**config.mk**
```make
export PLATFORM = sky130hd
export DESIGN_NAME = apb_master_bridge
export DESIGN_NICKNAME = d
export VERILOG_FILES = /design/src/rtl/apb_master_bridge.sv
export SDC_FILE = /design/constraint.sdc
export NUM_CORES = 1
export LEC_CHECK = 0
export CAP_MARGIN = 40
export CORE_ASPECT_RATIO = 1.75
export CORE_MARGIN = 2
export CORE_UTILIZATION = 27
export DETAILED_ROUTE_END_ITERATION = 10
export SYNTH_ARGS = -nofsm -noshare
export SYNTH_HDL_FRONTEND = slang
export SYNTH_SLANG_ARGS = --single-unit
```
**constraint.sdc**
```tcl
create_clock -name PCLK -period 1.8 [get_ports PCLK]
set_input_delay 0.45 -clock PCLK [delete_from_list [all_inputs] [get_ports PCLK]]
set_output_delay 0.45 -clock PCLK [all_outputs]
set_load 0.005 [all_outputs]
```
**src/rtl/apb_master_bridge.sv**
```systemverilog
// APB master bridge: single-outstanding request/response front end driving
// APB SETUP/ACCESS transfers to the GPIO (PSEL[0]) and UART (PSEL[1]) windows.
module apb_master_bridge #(
   parameter int                 ADDR_W    = 32,
   parameter int                 DATA_W    = 32,
   parameter logic [ADDR_W-1:0]  GPIO_BASE = 32'h0000_0000,
   parameter logic [ADDR_W-1:0]  UART_BASE = 32'h0000_1000,
   parameter int                 TIMEOUT   = 16
) (
   input  logic              PCLK,
   input  logic              PRESETn,
   input  logic              req_valid,
   output logic              req_ready,
   input  logic              req_write,
   input  logic [ADDR_W-1:0] req_addr,
   input  logic [DATA_W-1:0] req_wdata,
   input  logic [2:0]        req_prot,
   output logic              rsp_valid,
   output logic [DATA_W-1:0] rsp_rdata,
   output logic              rsp_err,
   output logic [1:0]        PSEL,
   output logic              PENABLE,
   output logic [ADDR_W-1:0] PADDR,
   output logic              PWRITE,
   output logic [DATA_W-1:0] PWDATA,
   output logic [2:0]        PPROT,
   input  logic [DATA_W-1:0] PRDATA,
   input  logic              PREADY,
   input  logic              PSLVERR
);

   // state  | meaning
   // IDLE   | req_ready high, decode and accept the next request
   // SETUP  | APB setup phase, PSEL asserted, PENABLE low, timer loaded
   // ACCESS | APB access phase, waiting for PREADY or timer terminal count
   // DONE   | one-cycle response pulse, bus idle

   typedef enum logic [1:0] {IDLE, SETUP, ACCESS, DONE} state_t;

   localparam int               WIN_BITS = 12;
   localparam int               CNT_W    = $clog2(TIMEOUT);
   localparam logic [CNT_W-1:0] CNT_LOAD = CNT_W'(TIMEOUT - 1);

   state_t            state, state_nxt;
   logic [1:0]        sel;
   logic [CNT_W-1:0]  cnt;
   logic [ADDR_W-1:0] off_gpio, off_uart;
   logic              hit_gpio, hit_uart, hit_any, cnt_tc;

   // 4 KB windows: the offset from the base must fit in the low 12 bits,
   // which also rejects addresses below the base through wrap-around.
   assign off_gpio = req_addr - GPIO_BASE;
   assign off_uart = req_addr - UART_BASE;
   assign hit_gpio = (off_gpio[ADDR_W-1:WIN_BITS] == '0);
   assign hit_uart = (off_uart[ADDR_W-1:WIN_BITS] == '0);
   assign hit_any  = hit_gpio | hit_uart;
   assign cnt_tc   = (cnt == '0);

   assign req_ready = (state == IDLE);
   assign rsp_valid = (state == DONE);
   assign PENABLE   = (state == ACCESS);
   assign PSEL      = ((state == SETUP) || (state == ACCESS)) ? sel : 2'b00;

   always_ff @(posedge PCLK or negedge PRESETn) begin
      if (!PRESETn) state <= IDLE;
      else          state <= state_nxt;
   end

   always_comb begin
      state_nxt = state;
      case (state)
         IDLE:    if (req_valid) state_nxt = hit_any ? SETUP : DONE;
         SETUP:   state_nxt = ACCESS;
         ACCESS:  if (PREADY || cnt_tc) state_nxt = DONE;
         DONE:    state_nxt = IDLE;
         default: state_nxt = IDLE;
      endcase
   end

   always_ff @(posedge PCLK or negedge PRESETn) begin
      if (!PRESETn) begin
         sel       <= 2'b00;
         cnt       <= '0;
         PADDR     <= '0;
         PWRITE    <= 1'b0;
         PWDATA    <= '0;
         PPROT     <= 3'b000;
         rsp_rdata <= '0;
         rsp_err   <= 1'b0;
      end else begin
         case (state)
            IDLE: begin
               if (req_valid) begin
                  if (hit_any) begin
                     sel    <= hit_gpio ? 2'b01 : 2'b10;
                     PADDR  <= req_addr;
                     PWRITE <= req_write;
                     PWDATA <= req_wdata;
                     PPROT  <= req_prot;
                  end else begin
                     rsp_rdata <= '0;
                     rsp_err   <= 1'b1;
                  end
               end
            end
            SETUP: cnt <= CNT_LOAD;
            ACCESS: begin
               // PREADY on the final allowed cycle still completes normally
               if (PREADY) begin
                  rsp_err   <= PSLVERR;
                  rsp_rdata <= (PWRITE || PSLVERR) ? '0 : PRDATA;
               end else if (cnt_tc) begin
                  rsp_err   <= 1'b1;
                  rsp_rdata <= '0;
               end else begin
                  cnt <= cnt - 1'b1;
               end
            end
            default: ;
         endcase
      end
   end

endmodule

```
==> impl_metrics.csv, run 1 <==
group,metric,value,unit
status,status,"complete, but fails checks",
status,violations,"setup timing",
sta,slew_headroom,76.6,%
power,vdd_drop_max,0.600,mV
yosys,ys_async_sr_fraction,100,%
final_layout,final_nets,736,
setup_path,worst-r2r-setup-slack,-120,ps
setup_path,required,2030,ps
hold_path,hp-class,"reg2reg",
power,p_leak,3.81,nW
floorplanning,row_count,63,
setup_path,timing.rr.end,"rsp_err$_DFFE_PN0P_",
sta,worstMarginPinSlew,351,ps
yosys,seq_area_frac_synth,58.0,%
global_route,antenna_found_initial,0,
sta,clock_skew,10.3,ps
sta,finalHoldViolCount,0,
setup_path,cp_slowest_cell,"clkdlybuf4s50_1",
setup_path,critPathMaxFanout,6,
power,pwr-share-clk,23.2,%
placed_design,gp_congestion,0.790,
placed_design,hpwl,10.0,mm
drt,vias,3673,
setup_path,cp.buffers_inverters,3,
final_layout,antennaDiodeCount,0,
floorplanning,ios,211,
drt,wl_per_cell,16.5,um
sta,finalSetupViolations,106,
setup_path,r2r-start,"cnt[0]$_DFFE_PN0P_",
drt,ant_nets,0,
setup_path,path_cells,"clkdlybuf4s50_1, nor4_2, nand3_1, nor2_1, nand3_2, nor4_4, a31oi_4, buf_12, clkbuf_16, mux2_4",
final_layout,seq_area,2730,um^2
clock_tree,tritoncts,"done",
sta,post-route-min-period,2340,ps
setup_path,cp_data_arrival_time,2570,ps
clock_tree,clock-root-buffer,"clkbuf_16",
drt,drt-pass1-iter-count,4,
yosys,synth.distinct_cells,39,
sta,worst_slack,-539,ps
clock_tree,numCtsBuffers,9,
yosys,synth_nets,473,
floorplanning,start_util,27.6,%
drt,wl,14.2,mm
global_route,grt_max_degree,62,
setup_path,cp.depth,10,
final_layout,multi_input_area,1830,um^2
placed_design,io_buffers,210,
drt,drt_iter0_markers,126,
global_route,grt_remaining_overflow,0,
floorplanning,die_w,104,um
power,seqPwrFrac,36.3,%
setup_path,worst_path_largest_cell_delay,440,ps
yosys,dominantRegCellSynth,"dfrtp_1",
final_layout,area_growth,71.8,%
sta,fin_setup_tns,-48390,ps
yosys,syn_area_per_cell,12.9,um^2
setup_path,reg2reg_depth,8,
clock_tree,worstSkewPairLatency,340,ps
final_layout,fillers,1599,
yosys,synth.cell_area,4710,um^2
global_route,grt_usage,14.7,%
power,p_switching,2.30,mW
floorplanning,die_area,18500,um^2
setup_path,startpoint,"req_addr[29]",
run,max_cap_violations,0,
drt,viasPerCell,4.29,
setup_path,critical_path_class,"in2reg",
final_layout,most-common-layout-cells,"186 x clkdlybuf4s50_1, 109 x dfrtp_1, 39 x nand2_1",
yosys,yosysWarnings,0,
power,power_density,974,nW/um^2
power,finalPower,7.88,mW
setup_path,cp-endpoint,"PADDR[9]$_DFFE_PN0P_",
setup_path,critical-path-top-delay-family,"simple AND/OR/NAND/NOR gates",
global_route,grt_pass1_wl,21.3,mm
setup_path,end_kind,"flip-flop",
sta,clock.fmax,427,MHz
sta,drv_slew,0,
clock_tree,clk_path_buf_depth,2,
power,comb_power_share,40.5,%
yosys,yosys_register_bits,109,
sta,rsz0062_at_grt,"true",
sta,min_period_over_period,130,%
final_layout,layout_commonest_cell,"clkdlybuf4s50_1",
yosys,syn_inst,364,
clock_tree,h-tree-depth,3,
clock_tree,cts_sinks,109,
power,p_int,5.58,mW
yosys,synth_edf_count,0,
floorplanning,core_area,17000,um^2
drt,drc_errors,0,
clock_tree,clkTransAtPathRegs,70,ps
global_route,grt_pass1_vias,3986,
floorplanning,die_y,179,um
power,p_sw_share,29.2,%
final_layout,drive_gt1_share,27.1,%
setup_path,worst_setup_path_start_kind,"primary input",
## power by group through the flow
stage	sequential [mW]	clock, mW	combinational, mW
2_1_floorplan	2.91	0	1.32
6_report	2.86	1.83	3.19
5_1_grt	2.89	1.99	3.42
3_3_place_gp	2.89	0	2.51
4_1_cts	2.86	1.90	2.76
3_5_place_dp	2.91	0	2.56
## metrics by stage
step / hold WS (ps) / cell area, um^2 / setup slack, ps / util [%] / cells
after global routing: 515 / 8090 / -646 / 47.5 / 857
after global placement: 317 / 7250 / -1160 / 42.6 / 814
after floorplan: 154 / 4720 / -533 / - / 364
final: 490 / 8090 / -539 / 47.5 / 857
after CTS: 496 / 7860 / -486 / 46.2 / 849
after detailed placement: 328 / 7250 / -1190 / 42.6 / 814
## state kept, by name, summed over array words and instances (netlist names)
signal     flops
rsp_err        1
PPROT          3
rsp_rdata     32
cnt            4
PWDATA        32
state          2
sel            2
PADDR         32
PWRITE         1
## Yosys cell counts (2+ instances only)
cell,number,area [um^2]
o21a_1,3,22.5
o21ai_0,3,15.0
buf_12,2,40.0
a21oi_1,5,25.0
nor3_2,2,20.0
nor3_1,3,15.0
nand2b_1,2,12.5
nand2_1,39,146
mux2_2,34,383
nand3_1,4,20.0
mux2i_1,34,340
nor4_1,2,12.5
nor4_4,2,42.5
clkbuf_1,5,18.8
nor2_1,8,30.0
mux2_4,16,240
ha_1,4,50.1
inv_1,39,146
dfrtp_1,109,2730
buf_6,8,90.1
and2_1,22,138
## layout make-up
type | count | share of cell area, %
repair buffers | 269 | 35.0
well taps | 227 | 3.51
multi-input cells | 199 | 22.7
inverters | 39 | 1.84
clock inverters | 5 | 0.464
flip-flops and latches | 109 | 33.7
clock buffers | 9 | 2.79
## cells by family (layout without fill, tap and decap cells)
group,after synthesis,in the layout,synth area share [%]
muxes,84,84,20.5
and+or+nand+nor,89,89,10.2
xor gates and xnor gates,1,1,0.186
adders and majority gates,4,4,1.06
AOI/OAI and AO/OA,21,21,3.38
DFF,109,109,58.0
buffers and inverters,56,322,6.70
## timing repair
item / 4_1_cts / 5_1_grt
pin swaps: 16 / 4
gates resized for setup: 107 / 20
setup buffers: 17 / 3
cloned: 4 / 5
hold buffers: 1 / 0
setup endpoints to repair: 109 / 107
endpoints found under the hold margin: 10 / 0
## how the worst min path moves through the flow
stage | to | startpoint | slack, ps | cells after the start
3_3_place_gp | rsp_rdata[4]$_DFFE_PN0P_ | PRESETn | 320 | 1
2_1_floorplan | PADDR[0]$_DFFE_PN0P_ | PRESETn | 150 | 0
6_report | PADDR[21]$_DFFE_PN0P_ | PADDR[21]$_DFFE_PN0P_ | 490 | 1
3_5_place_dp | PWRITE$_DFFE_PN0P_ | PRESETn | 330 | 1
4_1_cts | PADDR[21]$_DFFE_PN0P_ | PADDR[21]$_DFFE_PN0P_ | 500 | 1
5_1_grt | PADDR[13]$_DFFE_PN0P_ | PADDR[13]$_DFFE_PN0P_ | 520 | 1
## routing by layer
metal	share of wire (%)	vias to the layer above	GRT usage, %
met3	4.1	22	2.81
met2	58	109	29.7
met5	0	-	0
met1	35	1822	14.7
met4	2.6	0	5.69
li1	-	1720	-
(Power assumes the default switching activity.)
==> run 2, diff against run 1 <==
CAP_MARGIN = 20   (was 40)
CTS_CLUSTER_DIAMETER = 100   (was default)
==> results of run 2 <==
Final layout, timing and power as in run 1 (identical DEF).
==> run 3, diff against run 2 <==
CTS_CLUSTER_DIAMETER = default   (was 100)
CTS_CLUSTER_SIZE = 10   (was default)
==> results of run 3 <==
Final layout, timing and power as in run 1 (identical DEF).
